## config.mk

```make
export PLATFORM = sky130hd
export DESIGN_NAME = program_loader_frame
export DESIGN_NICKNAME = d
export VERILOG_FILES = /design/src/rtl/loader_pkg.sv /design/src/rtl/loader_timeout.sv /design/src/rtl/program_loader_frame.sv
export SDC_FILE = /design/constraint.sdc
export NUM_CORES = 1
export LEC_CHECK = 0
export BUFFER_PORTS_ARGS = -buffer_cell sky130_fd_sc_hd__buf_2
export CORE_MARGIN = 2
export CORE_UTILIZATION = 33
export CTS_CLUSTER_SIZE = 14
export DETAILED_ROUTE_END_ITERATION = 10
export HOLD_SLACK_MARGIN = 0.15
export PLACE_DENSITY_LB_ADDON = 0.2
export SYNTH_ARGS = -nofsm -noshare
export SYNTH_HDL_FRONTEND = slang
export SYNTH_SLANG_ARGS = --single-unit
```

## constraint.sdc

```tcl
create_clock -name clock -period 7.65 [get_ports clock]
set_input_delay 0.765 -clock clock [delete_from_list [all_inputs] [get_ports clock]]
set_output_delay 0.765 -clock clock [all_outputs]
set_load 0.03 [all_outputs]
```

## src/rtl/loader_pkg.sv

```systemverilog
// ---------------------------------------------------------------------------
// loader_pkg
// Shared types and constants for the program loader frame decoder.
//   state_t      : decoder FSM states
//   error_code_t : reason reported on error_code for the last rejected frame
//   SYNC_BYTE    : byte value that opens a frame when seen while idle
// ---------------------------------------------------------------------------
package loader_pkg;

    typedef enum logic [2:0] {
        IDLE,
        ADDR_HI,
        ADDR_LO,
        LEN,
        DATA,
        CSUM
    } state_t;

    typedef enum logic [1:0] {
        ERR_NONE    = 2'd0,
        ERR_CSUM    = 2'd1,
        ERR_TIMEOUT = 2'd2
    } error_code_t;

    localparam logic [7:0] SYNC_BYTE = 8'hA5;

endpackage

```

## src/rtl/loader_timeout.sv

```systemverilog
// ---------------------------------------------------------------------------
// loader_timeout
// Inter-byte stall counter for the loader. Used only when the top level is
// built with LOADER_TIMEOUT_EN defined.
// Ports:
//   clock   in  system clock
//   reset   in  asynchronous, active-high reset
//   clear   in  restart the count from zero (byte received, or decoder idle)
//   enable  in  count this cycle when not cleared
//   expired out count has reached TIMEOUT_CYCLES-1
// ---------------------------------------------------------------------------
module loader_timeout #(
    parameter int unsigned TIMEOUT_CYCLES = 1000000
) (
    input  logic clock,
    input  logic reset,
    input  logic clear,
    input  logic enable,
    output logic expired
);

    localparam int CountWidth = (TIMEOUT_CYCLES > 1) ? $clog2(TIMEOUT_CYCLES) : 1;
    localparam logic [CountWidth-1:0] LastCount = CountWidth'(TIMEOUT_CYCLES - 1);

    logic [CountWidth-1:0] count_q;

    assign expired = (count_q == LastCount);

    // The count holds at its terminal value so expired stays asserted until
    // the decoder reacts and clears it by returning to idle.
    always_ff @(posedge clock or posedge reset) begin
        if (reset) begin
            count_q <= '0;
        end else if (clear) begin
            count_q <= '0;
        end else if (enable && !expired) begin
            count_q <= count_q + 1'b1;
        end
    end

endmodule

```

## src/rtl/program_loader_frame.sv

```systemverilog
// ---------------------------------------------------------------------------
// program_loader_frame
// Decodes loader frames from the UART receiver byte stream:
//   0xA5, ADDR_HI, ADDR_LO, LEN, LEN data bytes, CSUM
// Data bytes become program memory write strobes; a LEN=0 frame is a run
// command for ADDR. The checksum covers ADDR_HI..last data byte plus CSUM
// and must sum to zero mod 256.
// Optional build macro: LOADER_TIMEOUT_EN enables an inter-byte timeout
// that aborts a stalled frame after TIMEOUT_CYCLES clocks.
// Ports:
//   clock, reset        system clock, asynchronous active-high reset
//   rx_data, rx_valid   received byte and its one-cycle valid strobe
//   mem_we/addr/wdata   registered one-cycle memory write
//   run_pulse, run_addr execute request and its held address
//   frame_done          one-cycle pulse, checksum good
//   frame_error         one-cycle pulse, frame rejected
//   error_code          0 none, 1 checksum, 2 timeout; held until next SYNC
//   busy                high whenever a frame is in progress
// ---------------------------------------------------------------------------
module program_loader_frame
    import loader_pkg::*;
#(
    parameter int unsigned ADDR_WIDTH     = 16,
    parameter int unsigned TIMEOUT_CYCLES = 1000000
) (
    input  logic                  clock,
    input  logic                  reset,
    input  logic [7:0]            rx_data,
    input  logic                  rx_valid,
    output logic                  mem_we,
    output logic [ADDR_WIDTH-1:0] mem_addr,
    output logic [7:0]            mem_wdata,
    output logic                  run_pulse,
    output logic [ADDR_WIDTH-1:0] run_addr,
    output logic                  frame_done,
    output logic                  frame_error,
    output logic [1:0]            error_code,
    output logic                  busy
);

    state_t                state_q;
    error_code_t           error_q;
    logic [7:0]            sum_q;
    logic [7:0]            sum_next;
    logic [7:0]            addr_hi_q;
    logic [ADDR_WIDTH-1:0] addr_q;
    logic [7:0]            cnt_q;
    logic                  len_zero_q;

    assign sum_next   = sum_q + rx_data;
    assign busy       = (state_q != IDLE);
    assign error_code = error_q;

`ifdef LOADER_TIMEOUT_EN
    logic timeout_expired;

    // A received byte or an idle decoder restarts the stall count.
    loader_timeout #(
        .TIMEOUT_CYCLES(TIMEOUT_CYCLES)
    ) u_timeout (
        .clock  (clock),
        .reset  (reset),
        .clear  (rx_valid || (state_q == IDLE)),
        .enable (1'b1),
        .expired(timeout_expired)
    );
`endif

    // Frame decoder. Pulse outputs default low each cycle so they last one
    // clock. addr_q is the running write pointer; for a LEN=0 frame it is
    // never advanced, so it still holds the frame address at CSUM time.
    // A byte arriving on the expiry cycle takes priority over the timeout.
    always_ff @(posedge clock or posedge reset) begin
        if (reset) begin
            state_q     <= IDLE;
            error_q     <= ERR_NONE;
            sum_q       <= '0;
            addr_hi_q   <= '0;
            addr_q      <= '0;
            cnt_q       <= '0;
            len_zero_q  <= 1'b0;
            mem_we      <= 1'b0;
            mem_addr    <= '0;
            mem_wdata   <= '0;
            run_pulse   <= 1'b0;
            run_addr    <= '0;
            frame_done  <= 1'b0;
            frame_error <= 1'b0;
        end else begin
            mem_we      <= 1'b0;
            run_pulse   <= 1'b0;
            frame_done  <= 1'b0;
            frame_error <= 1'b0;
            if (rx_valid) begin
                case (state_q)
                    IDLE: begin
                        if (rx_data == SYNC_BYTE) begin
                            state_q <= ADDR_HI;
                            sum_q   <= '0;
                            error_q <= ERR_NONE;
                        end
                    end
                    ADDR_HI: begin
                        addr_hi_q <= rx_data;
                        sum_q     <= sum_next;
                        state_q   <= ADDR_LO;
                    end
                    ADDR_LO: begin
                        addr_q  <= ADDR_WIDTH'({addr_hi_q, rx_data});
                        sum_q   <= sum_next;
                        state_q <= LEN;
                    end
                    LEN: begin
                        cnt_q      <= rx_data;
                        sum_q      <= sum_next;
                        len_zero_q <= (rx_data == 8'd0);
                        state_q    <= (rx_data == 8'd0) ? CSUM : DATA;
                    end
                    DATA: begin
                        mem_we    <= 1'b1;
                        mem_addr  <= addr_q;
                        mem_wdata <= rx_data;
                        addr_q    <= addr_q + 1'b1;
                        sum_q     <= sum_next;
                        cnt_q     <= cnt_q - 8'd1;
                        if (cnt_q == 8'd1) begin
                            state_q <= CSUM;
                        end
                    end
                    CSUM: begin
                        if (sum_next == 8'd0) begin
                            frame_done <= 1'b1;
                            if (len_zero_q) begin
                                run_pulse <= 1'b1;
                                run_addr  <= addr_q;
                            end
                        end else begin
                            frame_error <= 1'b1;
                            error_q     <= ERR_CSUM;
                        end
                        state_q <= IDLE;
                    end
                    default: state_q <= IDLE;
                endcase
`ifdef LOADER_TIMEOUT_EN
            end else if (timeout_expired && (state_q != IDLE)) begin
                frame_error <= 1'b1;
                error_q     <= ERR_TIMEOUT;
                state_q     <= IDLE;
`endif
            end
        end
    end

endmodule
```

==> metrics.csv <==
stage,metric,value,unit
timing,Max Freq,272.1,MHz
power_and_ir_drop,Design Power,2073,uW
placement,Port Buf Inserts,56,
layout,most frequent cells in the layout,"nand2_1 (104), dfrtp_1 (89), buf_2 (56)",
timing,endpoints failing hold,0,
route,via count,3447,
status,run status,"finished, final reports clean",
synthesis,Ys Warns,0,
placement,DP Worst Slack,3.627,ns
power_and_ir_drop,PwrDens,410.3,nW/um2
placement,routability cong.,0.8546,
synthesis,"FF+latch count, synth",89,
route,Pre-Repair DR Iteration Count,4,
global_route,initial antenna violation count,0,
layout,Antenna diodes,0,
floorplanning,Die Wd,118.0,um
timing,Tmin final,3.675,ns
route,Detail Route Antenna Nets,0,
layout,fin area,5054,um2
floorplanning,core area,12670,um2
timing,worst setup slack after layout,3.975,ns
min_path,Hold Path Origin,mem_addr[12],
timing,final setup vio count,0,
synthesis,cell area after synthesis,4289,um2
timing,smallest hold slack,0.4719,ns
placement,Placed Area,4718,um2
worst_setup_path,CP Class,input port to flop,
floorplanning,die area,13930,um2
worst_setup_path,Critical Path Fanout Max,16,
min_path,WHS Endpoint,mem_addr[12],
job,max cap viols,0,
placement,HPWL after DPL,7.407,mm
clocking,CTS tree,built,
synthesis,Gate Count Post-Synth,454,
synthesis,Post-synth EDFFs,0,
clocking,htree depth,3,
clocking,CTS buffer count,9,
worst_setup_path,Critical R2R Capture,run_addr[9],
timing,Setup Skew,0.008852,ns
floorplanning,I/O pin count,58,
worst_setup_path,Worst path max stage delay,0.83,ns
worst_setup_path,R2R depth,7,
clocking,Hold Buf Count CTS,0,
layout,"commonest non-fill, non-tap cell in the layout",nand2_1,
worst_setup_path,crit path DAT,3.90,ns
synthesis,"Avg Cell Area, Syn",9.447,um2
timing,relative slew slack,0.2634,
min_path,worst hold path depth,2,
route,Starting DRT DRC Count,153,
global_route,total track usage,0.1603,
min_path,Hold WC Path Type,flop to flop,
floorplanning,Die Y,118.0,um
timing,Slew Limit Fails,0,
worst_setup_path,CP Capture Type,flop,
layout,share of layout cells above drive strength 1,0.2194,
clocking,clk_lat worst skew,0.34,ns
worst_setup_path,startpoint types,input port,
worst_setup_path,FF-to-FF Start,sum_q[1],
worst_setup_path,Worst EP required,7.88,ns
worst_setup_path,CP max stage cell,nor4_4,
route,post-route DRC violation count,0,
global_route,vias in the first global route,3437,
global_route,first-pass GRT wire length,17.72,mm
route,Routed wire per std cell,15.90,um
layout,nets,523,
timing,Setup TNS Final,0,ns
clocking,clk slew on worst S/H paths,0.07,ns
global_route,largest net degree at the start of global routing,52,
power_and_ir_drop,Lkg Pwr,0.002454,uW
timing,period utilization,0.4805,
synthesis,"Net Count, Synth",476,
synthesis,register area share after synthesis,0.5193,
global_route,GR Overflow Total,0,
synthesis,top_reg_cell synth,dfrtp_1,
clocking,clk buf depth,2,
route,vias per inst,5.084,
worst_setup_path,r2r setup slk,4.20,ns
clocking,Post-CTS Setup Inserts,0,
synthesis,Cell variety after synth,48,
layout,Area Growth Syn to Fin,17.82,%
synthesis,Async SR Flop Fraction,1.000,
worst_setup_path,"critical path, cell by cell",buf_2 -> ha_1 -> nand2_1 -> o31ai_1 -> xor2_1 -> or4_4 -> nor4_4 -> mux2_2,
power_and_ir_drop,Peak supply drop,114.6,uV
route,final wirelength,10.78,mm
timing,unrepaired setup endpoints after global routing,false,
clocking,# clock sinks,89,
clocking,post_cts resized,0,
floorplanning,Std-Cell Rows,41,
timing,Worst Max-Slew Pin Slew,1.097,ns
clocking,clock root buffer,clkbuf_16,
floorplanning,Initial Util,0.3385,
worst max-delay path: cells and delay by family:
family / cells / cell delay, ns
xor gates and xnor gates: 1 / 0.18
adders and majority gates: 1 / 0.38
buffers and inverters: 1 / 0.17
muxes: 1 / 0.42
AOI/OAI and AO/OA: 1 / 0.47
and+or+nand+nor: 3 / 1.51
sequential cells by signal (all words and copies together), names as in the netlist, 3 cells and up:
register / cells
addr_hi_q: 8
state_q: 3
sum_q: 8
addr_q: 16
mem_addr: 16
cnt_q: 8
run_addr: 16
mem_wdata: 8
logic make-up (layout without fill, tap and decap cells):
family / after synthesis / in the layout / synth area share
buffers and inverters: 35 / 87 / 0.03355
multiplexers: 29 / 29 / 0.07614
flip-flops: 89 / 89 / 0.5193
other: 1 / 1 / 0.0008743
XOR/XNOR: 7 / 7 / 0.01429
AND/OR/NAND/NOR: 186 / 186 / 0.1908
AO/OA/AOI/OAI: 96 / 96 / 0.1313
adder cells (fa/ha/maj): 11 / 11 / 0.03384
synth_stat cells (4+ instances only):
cell type	count	area share
nand2_1	104	0.091
dfrtp_1	89	0.52
o21ai_0	39	0.046
nor2_1	34	0.030
a21oi_1	29	0.034
mux2_2	29	0.076
clkbuf_1	19	0.017
inv_1	11	0.0096
nand3_1	11	0.013
ha_1	10	0.029
nor3_1	8	0.0093
and3_1	6	0.0088
nand4_1	5	0.0073
a31oi_1	4	0.0058
and2_1	4	0.0058
o22a_1	4	0.0082
xor2_1	4	0.0082
how the worst max path moves through the flow:
stage	startpoint	endpoint	slack (ns)	cells after the start
floorplan	rx_data[0]	run_addr[0]	4.37	9
global route	rx_data[4]	run_addr[5]	3.84	8
detailed placement	rx_data[4]	run_addr[5]	3.63	8
CTS	rx_data[4]	run_addr[11]	4.00	8
global placement	rx_data[0]	run_addr[1]	3.75	9
finish	rx_data[4]	run_addr[9]	3.97	8
area by class of cell:
type | count | area [um2]
clock buffer | 10 | 239.0
clock inverter | 6 | 96.34
fill | 1287 | 7617
inverter | 11 | 42.54
multi-input combinational | 330 | 1923
sequential | 89 | 2227
tap | 172 | 215.2
timing repair buffer | 60 | 310.3
per-layer routing:
metal | vias to the layer above | global-route usage | share of wire
met1 | 1690 | 0.2064 | 0.45
met4 | 0 | 0.08283 | 0.032
met2 | 68 | 0.2591 | 0.48
met5 | - | 0 | 0
li1 | 1661 | - | -
met3 | 28 | 0.02713 | 0.034
per-stage QoR:
stage               std cells    util
floorplan                 454       -
global placement          662  0.3724
detailed placement        662  0.3724
CTS                       678  0.3988
global route              678  0.3988
finish                    678  0.3988
power breakdown:
group          switching, uW  total [uW]  internal, uW  leakage [uW]
clock                    197         497           300      0.000162
sequential               166         810           644       0.00113
combinational            491         767           276       0.00116
total                    854        2070          1220       0.00245
(Power assumes the default switching activity.)
